===== src/rtl/key_router_pkg.sv =====
// Shared definitions for the key router: FSM state encoding, default timing
// constants and a small helper used to size the shared counter.
package key_router_pkg;

  typedef enum logic [2:0] {
    ST_IDLE     = 3'd0,
    ST_DB_PRESS = 3'd1,
    ST_HELD     = 3'd2,
    ST_REPEAT   = 3'd3,
    ST_DB_REL   = 3'd4
  } state_e;

  localparam int DEF_N_CH    = 3;
  localparam int DEF_SEL_W   = 2;
  localparam int DEF_DEB_CYC = 16;
  localparam int DEF_REP_DLY = 64;
  localparam int DEF_REP_PER = 16;

  // Largest of three timing constants; the shared counter must cover all of them.
  function automatic int max3(input int a, input int b, input int c);
    int m;
    m = a;
    if (b > m) m = b;
    if (c > m) m = c;
    return m;
  endfunction

endpackage


===== src/rtl/key_sync.sv =====
// Two-flop synchronizer for the raw push-key. Resets to 1 so a key is seen as
// released until two clean samples have passed through after reset.
module key_sync (
  input  logic clk,
  input  logic rst_n,
  input  logic async_in,
  output logic sync_out
);

  logic meta_q;
  logic sync_q;

  // Shift the asynchronous input through two flops.
  always_ff @(posedge clk) begin
    if (!rst_n) begin
      meta_q <= 1'b1;
      sync_q <= 1'b1;
    end else begin
      meta_q <= async_in;
      sync_q <= meta_q;
    end
  end

  assign sync_out = sync_q;

endmodule


===== src/rtl/key_router_n.sv =====
// Debounced push-key with auto-repeat, routed to one of N_CH channels chosen
// by sel at the moment the press is accepted. One shared counter serves the
// press debounce, repeat delay, repeat period and release debounce.
module key_router_n
  import key_router_pkg::*;
#(
  parameter int N_CH    = DEF_N_CH,
  parameter int SEL_W   = DEF_SEL_W,
  parameter int DEB_CYC = DEF_DEB_CYC,
  parameter int REP_DLY = DEF_REP_DLY,
  parameter int REP_PER = DEF_REP_PER
) (
  input  logic             clk,
  input  logic             rst_n,
  input  logic             key_n,
  input  logic [SEL_W-1:0] sel,
  input  logic             repeat_en,
  output logic [N_CH-1:0]  pulse,
  output logic [N_CH-1:0]  level,
  output logic             busy
);

  localparam int CNT_MAX = max3(DEB_CYC, REP_DLY, REP_PER);
  localparam int CNT_W   = (CNT_MAX > 1) ? $clog2(CNT_MAX) : 1;

  localparam logic [CNT_W-1:0] DEB_LAST = CNT_W'(DEB_CYC - 1);
  localparam logic [CNT_W-1:0] DLY_LAST = CNT_W'(REP_DLY - 1);
  localparam logic [CNT_W-1:0] PER_LAST = CNT_W'(REP_PER - 1);
  localparam logic [SEL_W:0]   N_CH_V   = (SEL_W + 1)'(N_CH);

  // Reject parameter sets the design cannot honour.
  if (SEL_W < 1) begin : g_bad_sel_w
    $error("key_router_n: SEL_W must be >= 1");
  end
  if (N_CH < 1 || N_CH > (1 << SEL_W)) begin : g_bad_n_ch
    $error("key_router_n: N_CH must be in 1..2**SEL_W");
  end
  if (DEB_CYC < 1 || REP_DLY < 1 || REP_PER < 1) begin : g_bad_timing
    $error("key_router_n: DEB_CYC, REP_DLY and REP_PER must be >= 1");
  end

  logic             key_s;
  logic             pressed;
  state_e           state_q, state_d;
  logic [CNT_W-1:0] cnt_q, cnt_d;
  logic [SEL_W-1:0] ch_q, ch_d;
  logic             ch_ok_q, ch_ok_d;
  logic             fire;
  logic [N_CH-1:0]  pulse_d, level_d;
  logic [N_CH-1:0]  pulse_q, level_q;

  key_sync u_sync (
    .clk      (clk),
    .rst_n    (rst_n),
    .async_in (key_n),
    .sync_out (key_s)
  );

  assign pressed = ~key_s;

  // State, counter, latched channel and registered outputs.
  always_ff @(posedge clk) begin
    if (!rst_n) begin
      state_q <= ST_IDLE;
      cnt_q   <= '0;
      ch_q    <= '0;
      ch_ok_q <= 1'b0;
      pulse_q <= '0;
      level_q <= '0;
    end else begin
      state_q <= state_d;
      cnt_q   <= cnt_d;
      ch_q    <= ch_d;
      ch_ok_q <= ch_ok_d;
      pulse_q <= pulse_d;
      level_q <= level_d;
    end
  end

  // Next-state logic; release always takes priority over a repeat expiry.
  always_comb begin
    state_d = state_q;
    cnt_d   = cnt_q;
    ch_d    = ch_q;
    ch_ok_d = ch_ok_q;
    fire    = 1'b0;
    case (state_q)
      ST_IDLE: begin
        if (pressed) begin
          state_d = ST_DB_PRESS;
          cnt_d   = '0;
        end
      end
      ST_DB_PRESS: begin
        if (!pressed) begin
          state_d = ST_IDLE;
          cnt_d   = '0;
        end else if (cnt_q == DEB_LAST) begin
          state_d = ST_HELD;
          cnt_d   = '0;
          ch_d    = sel;
          ch_ok_d = ({1'b0, sel} < N_CH_V);
          fire    = 1'b1;
        end else begin
          cnt_d = cnt_q + CNT_W'(1);
        end
      end
      ST_HELD: begin
        if (!pressed) begin
          state_d = ST_DB_REL;
          cnt_d   = '0;
        end else if (!repeat_en) begin
          cnt_d = '0;
        end else if (cnt_q == DLY_LAST) begin
          state_d = ST_REPEAT;
          cnt_d   = '0;
          fire    = 1'b1;
        end else begin
          cnt_d = cnt_q + CNT_W'(1);
        end
      end
      ST_REPEAT: begin
        if (!pressed) begin
          state_d = ST_DB_REL;
          cnt_d   = '0;
        end else if (!repeat_en) begin
          state_d = ST_HELD;
          cnt_d   = '0;
        end else if (cnt_q == PER_LAST) begin
          cnt_d = '0;
          fire  = 1'b1;
        end else begin
          cnt_d = cnt_q + CNT_W'(1);
        end
      end
      ST_DB_REL: begin
        if (pressed) begin
          state_d = ST_HELD;
          cnt_d   = '0;
        end else if (cnt_q == DEB_LAST) begin
          state_d = ST_IDLE;
          cnt_d   = '0;
        end else begin
          cnt_d = cnt_q + CNT_W'(1);
        end
      end
      default: begin
        state_d = ST_IDLE;
        cnt_d   = '0;
      end
    endcase
  end

  // One-hot output decode from the upcoming state; an out-of-range channel
  // leaves every bit low for the whole press.
  always_comb begin
    pulse_d = '0;
    level_d = '0;
    for (int i = 0; i < N_CH; i++) begin
      pulse_d[i] = fire && ch_ok_d && (ch_d == SEL_W'(i));
      level_d[i] = ch_ok_d && (ch_d == SEL_W'(i)) &&
                   (state_d == ST_HELD || state_d == ST_REPEAT || state_d == ST_DB_REL);
    end
  end

  assign pulse = pulse_q;
  assign level = level_q;
  assign busy  = (state_q != ST_IDLE);

endmodule


===== config.mk =====
export PLATFORM = sky130hd
export DESIGN_NAME = key_router_n
export DESIGN_NICKNAME = d
export VERILOG_FILES = /design/src/rtl/key_router_pkg.sv /design/src/rtl/key_sync.sv /design/src/rtl/key_router_n.sv
export SDC_FILE = /design/constraint.sdc
export NUM_CORES = 1
export LEC_CHECK = 0
export CORE_MARGIN = 5
export CORE_UTILIZATION = 47
export DETAILED_ROUTE_END_ITERATION = 10
export PLACE_DENSITY_LB_ADDON = 0.1
export SYNTH_ARGS = -nofsm -noshare
export SYNTH_HDL_FRONTEND = slang
export SYNTH_HIERARCHICAL = 1
export SYNTH_SLANG_ARGS = --single-unit

===== constraint.sdc =====
create_clock -name clk -period 1.5 [get_ports clk]
set_input_delay 0.45 -clock clk [delete_from_list [all_inputs] [get_ports clk]]
set_output_delay 0.45 -clock clk [all_outputs]
set_load 0.02 [all_outputs]

# Word-level counts from Yosys, hierarchy flattened

Cells that the tools add are included.

$add $sub $neg: 1
Magnitude comparators: 1
Equal/unequal tests: 12
Muxes and demuxes: 35
Reduce and logical (&&, ||, !) cells: 15

Operators by type and width:

| kind                                                | count |
|---|---|
| 2-to-1 mux 6 bit                                    | 9 |
| 2-to-1 mux 3 bit                                    | 10 |
| case mux 6 bit (5 select lines)                     | 1 |
| case mux 3 bit (5 select lines)                     | 1 |
| equality test 3 x 2 -> 1 bit, second input constant | 4 |
| logical AND 1 bit                                   | 10 |
| 2-to-1 mux 1 bit                                    | 10 |
| adder 6 x 1 -> 6 bit, second input constant         | 1 |
| equality test 3 bit, second input constant          | 2 |
| equality test 6 x 4 -> 1 bit, second input constant | 1 |
| equality test 6 bit, second input constant          | 1 |
| 2-to-1 mux 2 bit                                    | 3 |
| equality test 3 x 1 -> 1 bit, second input constant | 1 |
| logical NOT 3 bit                                   | 1 |
| case mux 1 bit (3 select lines)                     | 1 |
| nonzero test 3 bit                                  | 1 |
| equality test 2 x 1 -> 1 bit, second input constant | 1 |
| equality test 2 bit, second input constant          | 1 |
| logical NOT 2 bit                                   | 1 |
| logical OR 1 bit                                    | 2 |
| < comparator 2 bit, second input constant           | 1 |
| != test 2 bit, second input constant                | 1 |

Register bits after elaboration: 20
Bits of input ports: 6
Output and inout port bits: 7

# Longest topological paths before layout

Depth in word-level cells: 9
Gate-level depth with buffers: 6
Depth with buffers taken out: 6

# Modules after synthesis

The synthesis kept the hierarchy.

Modules (own cells, without submodules):

| module       | times used | cells an instance | area each (sq um) | sequential area each (sq um) |
|---|---|---|---|---|
| key_router_n | 1          | 100               | 908.4             | 360.3 |
| key_sync     | 1          | 4                 | 52.6              | 40.0 |

# Worst setup path after synthesis

No wires, ideal clock.

Path type: flip-flop to flip-flop
Start point: reg cnt_q[0]
End point: reg pulse_q[1], in the netlist pulse[1]
Library setup time: 0.079 ns
Arrival time: 1.566 ns
Data required time: 1.421 ns
Path slack: -0.145 ns
Cell stages (with the launch flop): 7
Buffers on the path: 0
Clock period less this slack: 1.645 ns
Cells stage by stage: dfxtp_1 -> ha_1 -> and3_1 -> and4_4 -> mux2i_1 -> nand2_2 -> a211oi_2

Word-level cells in the longest chain between the ends: 7
Elaborated cells between the ends (all ways): 19
Those cells by class: eq/ne: 3; mux: 14; reduce/logical: 2

RTL lines:

| item                                                                       | line                                                         | source |
|---|---|---|
| start: declaration                                                         | key_router_n.sv:45                                           | `logic [CNT_W-1:0] cnt_q, cnt_d;` |
| start signal: assignment                                                   | key_router_n.sv:72                                           | `cnt_q <= cnt_d;` |
| equality test 6 x 4 -> 1 bit / equality test 6 bit (equally long branches) | key_router_n.sv:98, key_router_n.sv:129, key_router_n.sv:114 |  |
| 2-to-1 mux 1 bit (on tied branches)                                        | key_router_n.sv:98, key_router_n.sv:129, key_router_n.sv:114 |  |
| 2-to-1 mux 1 bit (on tied branches)                                        | key_router_n.sv:126, key_router_n.sv:112                     |  |
| 2-to-1 mux 1 bit (on tied branches)                                        | key_router_n.sv:123, key_router_n.sv:109                     |  |
| case mux 1 bit (3 select lines)                                            | key_router_n.sv:87                                           | `case (state_q)` |
| logical AND 1 bit                                                          | key_router_n.sv:160                                          | `pulse_d[i] = fire && ch_ok_d && (ch_d == SEL_W'(i));` |
| logical AND 1 bit *                                                        | key_router_n.sv:160                                          |  |
| end signal: assignment                                                     | key_router_n.sv:75                                           | `pulse_q <= pulse_d;` |
| end: declaration                                                           | key_router_n.sv:50                                           | `logic [N_CH-1:0] pulse_q, level_q;` |

Mark *: on every way between the ends. The rest lies on a longest branch, timed or not.
A chain may end at the register's enable or synchronous reset.

# Worst setup path in the final report

Start point: reg state_q[1]
End point: reg pulse_q[1], in the netlist pulse[1]

Word-level cells in the longest chain between the ends: 4
Elaborated cells between the ends (all ways): 9
Those cells by class: eq/ne: 4; mux: 3; reduce/logical: 2

RTL lines:

| item                                                                                | line                | source |
|---|---|---|
| start: declaration                                                                  | key_router_n.sv:44  | `state_e state_q, state_d;` |
| start signal: assignment                                                            | key_router_n.sv:71  | `state_q <= state_d;` |
| equality test 3 x 2 -> 1 bit / equality test 3 x 1 -> 1 bit (equally long branches) | key_router_n.sv:87  |  |
| case mux 1 bit (3 select lines) (tied with other cells)                             | key_router_n.sv:87  |  |
| logical AND 1 bit / equality test 2 x 1 -> 1 bit (equally long branches)            | key_router_n.sv:160 |  |
| logical AND 1 bit *                                                                 | key_router_n.sv:160 |  |

Marked as above.

==> results.yml <==
hold_path:
  hold_class: "flip-flop to flip-flop"
timing:
  worst_pin_slew_ps: 350
  period_share: 1.11
  hold_violations: 0
  setup_viol: 15
  max_freq_mhz: 602
  rsz0062_at_grt: "true"
  maxSlewHeadroom: 0.761
  final.setup.worst_slack_ps: -162
  fin_skew_ps: 11.9
  min_period_ps: 1660
  drv_slew: 0
grt:
  grt_first_pass_wirelength_mm: 4.19
  grt_max_degree: 13
  grtUsageTotal: 0.172
  antenna_found_initial: 0
  grt_pass1_vias: 968
  grt.overflow.total: 0
logic_synthesis:
  syn_avg_cell_area_um2: 9.24
  synth_compound_area_frac: 0.207
  ys_ff_latch: 20
  synthMuxAreaShare: 0.0208
  synth_edf_count: 0
  syn-cell-area_um2: 961
  yosys.area.top_type: "dfxtp_1"
  yosysWarnings: 6
  synth_top_family_by_area: "simple AND/OR/NAND/NOR gates"
  synth_xor_area_frac: 0.00911
  synth_top_area_share: 0.417
  synthArstFlopShare: 0
  synth_simple_gate_area_share: 0.290
  synth_seq_area_share: 0.417
  syn_nets: 111
  yosysUniqueCellTypes: 43
  synthFlopType: "dfxtp_1"
  synthAdderAreaFrac: 0.0130
  synthCells: 104
  synth_area_leaders: "dfxtp_1 (42%), nor2_1 (5.9%), nand2_1 (3.1%), a311oi_4 (2.7%), nand2b_1 (2.6%)"
cts:
  cts_sinks: 20
  clkLatencyLatePin_ps: 310
  cts.clk_slew.worst_paths_ps: 130
  cts_tree: "built"
  htreeDepth: 1
  clockBufferDepth: 2
  root_buffer: "clkbuf_4"
  hold_buffers: 0
  numCtsBuffers: 3
flow_run:
  maxCapViolCount: 0
final_layout:
  fin_nets: 154
  utilization: 0.770
  diodes: 0
  layout_common_cells: "buf_4 (28), dfxtp_1 (14), nor2_1 (13), nand2_1 (8)"
  layout_commonest_cell: "buf_4"
  area_growth_pct: 57.2
  drive_gt1_frac: 0.493
die:
  core_um2: 1960
  die_w_um: 55.2
  die-area_um2: 3050
  rows: 16
  ios: 13
  start_util: 0.490
  fp.dieH_um: 55.2
power:
  ir_worst_vdd_v: 0.000666
  power_density_nw_per_um2: 695
  leakage_nw: 0.610
detailed_routing:
  ant_nets: 0
  totalWireLength_mm: 2.62
  drc_errors: 0
  vias: 941
  wire_per_inst_um: 15.1
  first_iter_violations: 15
  via_per_inst: 5.44
  firstDrtPassIters: 5
setup_path:
  reg2reg_setup_slack_ps: -160
  required_ps: 1730
  worstSetupPathType: "flip-flop to flip-flop"
  crit_path_start_kind: "flip-flop"
  arrival_ps: 1890
  worst-path-max-fanout: 4
  endpoint_kind: "flip-flop"
status:
  outcome: "complete, but fails checks"
  violations: "setup timing"
place:
  dp_slack_ps: -236
  dpl.hpwl_mm: 1.77
  io_buffers: 12
  place_congestion: 0.795
final cells by class:
type                            instances  area [um^2]
Clock buffer                            3         22.5
Clock inverter                          1         30.0
Fill cell                             150          452
Inverter                                4         15.0
Multi-Input combinational cell         76          657
Sequential cell                        20          408
Tap cell                               27         33.8
Timing Repair Buffer                   42          344
layer usage:
metal,part of all wire,vias up,GRT usage
met1,0.44,449,0.190
met2,0.50,25,0.316
met5,0,-,0
met3,0.041,8,0.0373
met4,0.015,0,0.0660
li1,-,459,-
worst max-delay path, cell delays in order (launching register included):
cell      delay, ps
dfxtp_2         350
buf_4           140
nor3_4          220
and4_4          320
mux2i_4         270
nand2_2         120
a211oi_2        160
cells by family after synthesis:
| group | Yosys count |
|---|---|
| mux | 2 |
| flops | 20 |
| xor+xnor | 1 |
| buf+inv | 8 |
| fa+ha+maj | 1 |
| simple gates | 50 |
| compound gates | 22 |
stage by stage:
| step | std cells | hold WS [ps] | total power, mW | TNS, ps | area (um^2) |
|---|---|---|---|---|---|
| after floorplan | 104 | 386 | 0.572 | 0 | 988 |
| after global placement | 165 | 391 | 0.606 | -2170 | 1310 |
| after detailed placement | 165 | 401 | 0.607 | -2640 | 1310 |
| after CTS | 171 | 428 | 1.05 | -1190 | 1450 |
| after global routing | 173 | 461 | 1.08 | -2220 | 1510 |
| final | 173 | 423 | 1.05 | -1240 | 1510 |
power breakdown:
part | total, mW | internal [mW] | switching (mW) | leakage, nW
sequential | 0.538 | 0.535 | 0.00380 | 0.164
clock | 0.447 | 0.270 | 0.177 | 0.0279
combinational | 0.0642 | 0.0324 | 0.0319 | 0.418
registers in the layout (all words and copies together) (netlist names):
register / flops
cnt_q: 6
level: 3
pulse: 3
state_q: 3
ch_q: 2
ch_ok_q: 1
u_sync/meta_q: 1
u_sync/sync_out: 1
what timing repair did:
action / in CTS / in global routing
cloned: 0 / 0
endpoints found under the setup margin: 21 / 18
pin swaps: 11 / 3
gates resized for setup: 28 / 9
buffers inserted: 2 / 2
final timing paths:
check | start | endpoint | cells past startpoint
setup reg to reg | state_q[1] | pulse[1] | 6
setup / recovery | state_q[1] | pulse[1] | 6
hold / removal | u_sync/meta_q | u_sync/sync_out | 1
hold reg to reg | u_sync/meta_q | u_sync/sync_out | 1
cell usage after synthesis (all sizes together), types with 2 or more instances:
| library cell | n |
|---|---|
| dfxtp | 20 |
| a21oi | 4 |
| buf | 3 |
| mux2i | 2 |
| nor3 | 5 |
| nand3 | 5 |
| and3 | 3 |
| a31oi | 2 |
| nand2 | 9 |
| inv | 3 |
| nand3b | 2 |
| and3b | 2 |
| o21ai | 2 |
| nand2b | 4 |
| nor2 | 16 |
| a211oi | 2 |
| o21a | 2 |
No activity file was read; power rests on OpenSTA's default activity.
==> RTL edit: new RTL, same flow settings <==
Remove the register `level_q`: a continuous assignment takes its place, so the output `level` follows one clock earlier.
--- a/src/rtl/key_router_n.sv
+++ b/src/rtl/key_router_n.sv
@@ -66,16 +66,16 @@
       ch_q    <= '0;
       ch_ok_q <= 1'b0;
       pulse_q <= '0;
-      level_q <= '0;
     end else begin
       state_q <= state_d;
       cnt_q   <= cnt_d;
       ch_q    <= ch_d;
       ch_ok_q <= ch_ok_d;
       pulse_q <= pulse_d;
-      level_q <= level_d;
     end
   end
+
+  assign level_q = level_d;
 
   // Next-state logic; release always takes priority over a repeat expiry.
   always_comb begin
Function: no difference found for any inputs over 10 cycles, from zero or initial values and one cycle with rst_n low; that may be too few to reach the edited logic, so the function may still have changed.
==> RTL edit against the original RTL <==
The flow still finishes with violations (setup timing); via count rose by 12%; routed wire length is 20% higher; power fell by 24%; sequential cell count shrank 3; synthesized area decreased by 4.8%; setup slack lost 0.71 ns; global-route usage rose by 6.8 points; cell area increased by 4.9%; critical endpoint is now level[2]; largest power group unchanged.
==> RTL edit: results (changes against the original RTL) <==
| Metric | Value |
|---|---|
| Xor/xnor share of the synthesized area | `0 (-0.009115)` |
| DR pass1 iterations | `4 (-1)` |
| Sw Share | `0.2534 (+0.05102)` |
| Max VDD drop | `0.4742 mV (-29%)` |
| Vias in the first global route | `1012 (+4.5%)` |
| Worst-Margin Slew | `0.3438 ns (-0.005901 ns)` |
| Largest net degree at the start of global routing | `12 (-1)` |
| Initial antenna violation count | `0 (unchanged)` |
| Register area | `352.8 um2 (-13%)` |
| DR iter-0 viols | `37 (+22)` |
| Post-Place Worst Slack | `-0.9680 ns (-0.7317 ns)` |
| Critical R2R Launch | `cnt_q[1]$_SDFFE_PN0P_` |
| Synthesized-area fraction occupied by adder cells | `0.01368 (+0.0006591)` |
| WHS Path Cells | `1 (unchanged)` |
| Synth Area in Compound Gates | `0.1765 (-0.03056)` |
| Via count | `1051 (+12%)` |
| Status | `complete, but fails checks` |
| Post-synthesis mux area share | `0.05472 (+0.03389)` |
| Final setup vio count | `16 (+1)` |
| Clk pin slew, worst setup/hold paths | `0.11 ns (-0.02 ns)` |
| Worst-case reg-to-reg path depth | `8 (+2)` |
| Gate power share | `0.099 (+0.038)` |
| Synth top area cells | `dfxtp_1 37%, mux2i_1 5.5%, nor2_1 4.1%` |
| Via/cell ratio | `5.620 (+3.3%)` |
| Post-Route WL | `3.139 mm (+20%)` |
| M1 WL | `1.258 mm (+9.6%)` |
| Pleak | `0.6587 nW (+8.0%)` |
| Post-DP HPWL | `1.768 mm (+0.11%)` |
| Inserted Diodes | `0 (unchanged)` |
| R2R Path End | `pulse[2]$_SDFF_PN0_` |
| Gr usage total | `0.2401 (+0.06820)` |
| M3 GR Usage | `0.03601 (-0.001285)` |
| Met2 WL | `1.636 mm (+24%)` |
| Final hold slack | `0.4303 ns (+0.007291 ns)` |
| Total power | `0.0007939 W (-24%)` |
| CP max stage delay | `0.37 ns (+0.02 ns)` |
| Post-CTS sizing | `43 (+54%)` |
| Gpl congestion | `0.8468 (+6.5%)` |
| Setup ws final | `-0.8753 ns (-0.7133 ns)` |
| Avg Cell Area, Syn | `8.629 um2 (-6.6%)` |
| Failing checks | `setup timing` |
| Layout cell share with drive strength beyond 1 | `0.5000 (+0.006849)` |
| Met3 WL | `133 um (+23%)` |
| M2 GR Usage | `0.4335 (+0.1176)` |
| Worst EP arrival | `1.93 ns (+0.04 ns)` |
| First-pass GRT wire length | `4.926 mm (+18%)` |
| Placed cells | `172 (+4.2%)` |
| Register share of total power | `0.573 (+0.060)` |
| Syn_nets | `113 (+1.8%)` |
| Fill cells | `113 (-25%)` |
| Setup TNS Final | `-4.419 ns (-3.177 ns)` |
| Post-CTS Setup Repair Bufs | `6 (+4)` |
| Setup Skew | `0.0008867 ns (-0.01099 ns)` |
| R2R setup slack | `-0.29 ns (-0.13 ns)` |
| Synth unique cells | `41 (-4.7%)` |
| Met1 GRT Util | `0.2838 (+0.09381)` |
| H-tree depth | `1 (unchanged)` |
==> RTL edit: cell count changes in the layout (fill, tap and decap cells not counted), sizes merged, moves of 2 or more <==
cell / before / now
mux2i: 2 / 5
and3: 3 / 5
nand3b: 2 / 0
nand2: 9 / 6
nor3: 5 / 3
a211oi: 2 / 0
nor2: 16 / 12
buf: 31 / 45
and2b: 0 / 2
nand3: 5 / 7
nor2b: 0 / 3
dfxtp: 20 / 17
dlygate4sd2: 6 / 4
o21ai: 2 / 7
==> RTL edit: how the worst max path moves through the flow <==
stage                     startpoint  endpoint  slack [ns]  cells past startpoint
2_1_floorplan  cnt_q[1]$_SDFFE_PN0P_  level[0]       -0.46                      7
3_3_place_gp   cnt_q[1]$_SDFFE_PN0P_  level[0]       -0.93                      7
3_5_place_dp   cnt_q[1]$_SDFFE_PN0P_  level[0]       -0.97                      7
4_1_cts        cnt_q[0]$_SDFFE_PN0P_  level[0]       -0.86                      7
5_1_grt        cnt_q[1]$_SDFFE_PN0P_  level[0]       -0.98                      7
6_report       cnt_q[1]$_SDFFE_PN0P_  level[2]       -0.88                      7
==> RTL edit: worst max-delay path: cells and delay by family (launching register included) <==
family	cells	cell delay, ns
adder cells (fa/ha/maj)	1	0.14
flip-flops	1	0.37
buffers and inverters	1	0.13
AND/OR/NAND/NOR	4	0.70
multiplexers	1	0.29
==> RTL edit: final cells by class <==
cell class / count / share of cell area
repair buffers: 53 / 0.2796
clock inverters: 1 / 0.003160
well taps: 27 / 0.02133
flip-flops and latches: 17 / 0.2227
clock buffers: 3 / 0.01422
multi-input cells: 82 / 0.4494
inverters: 4 / 0.009479
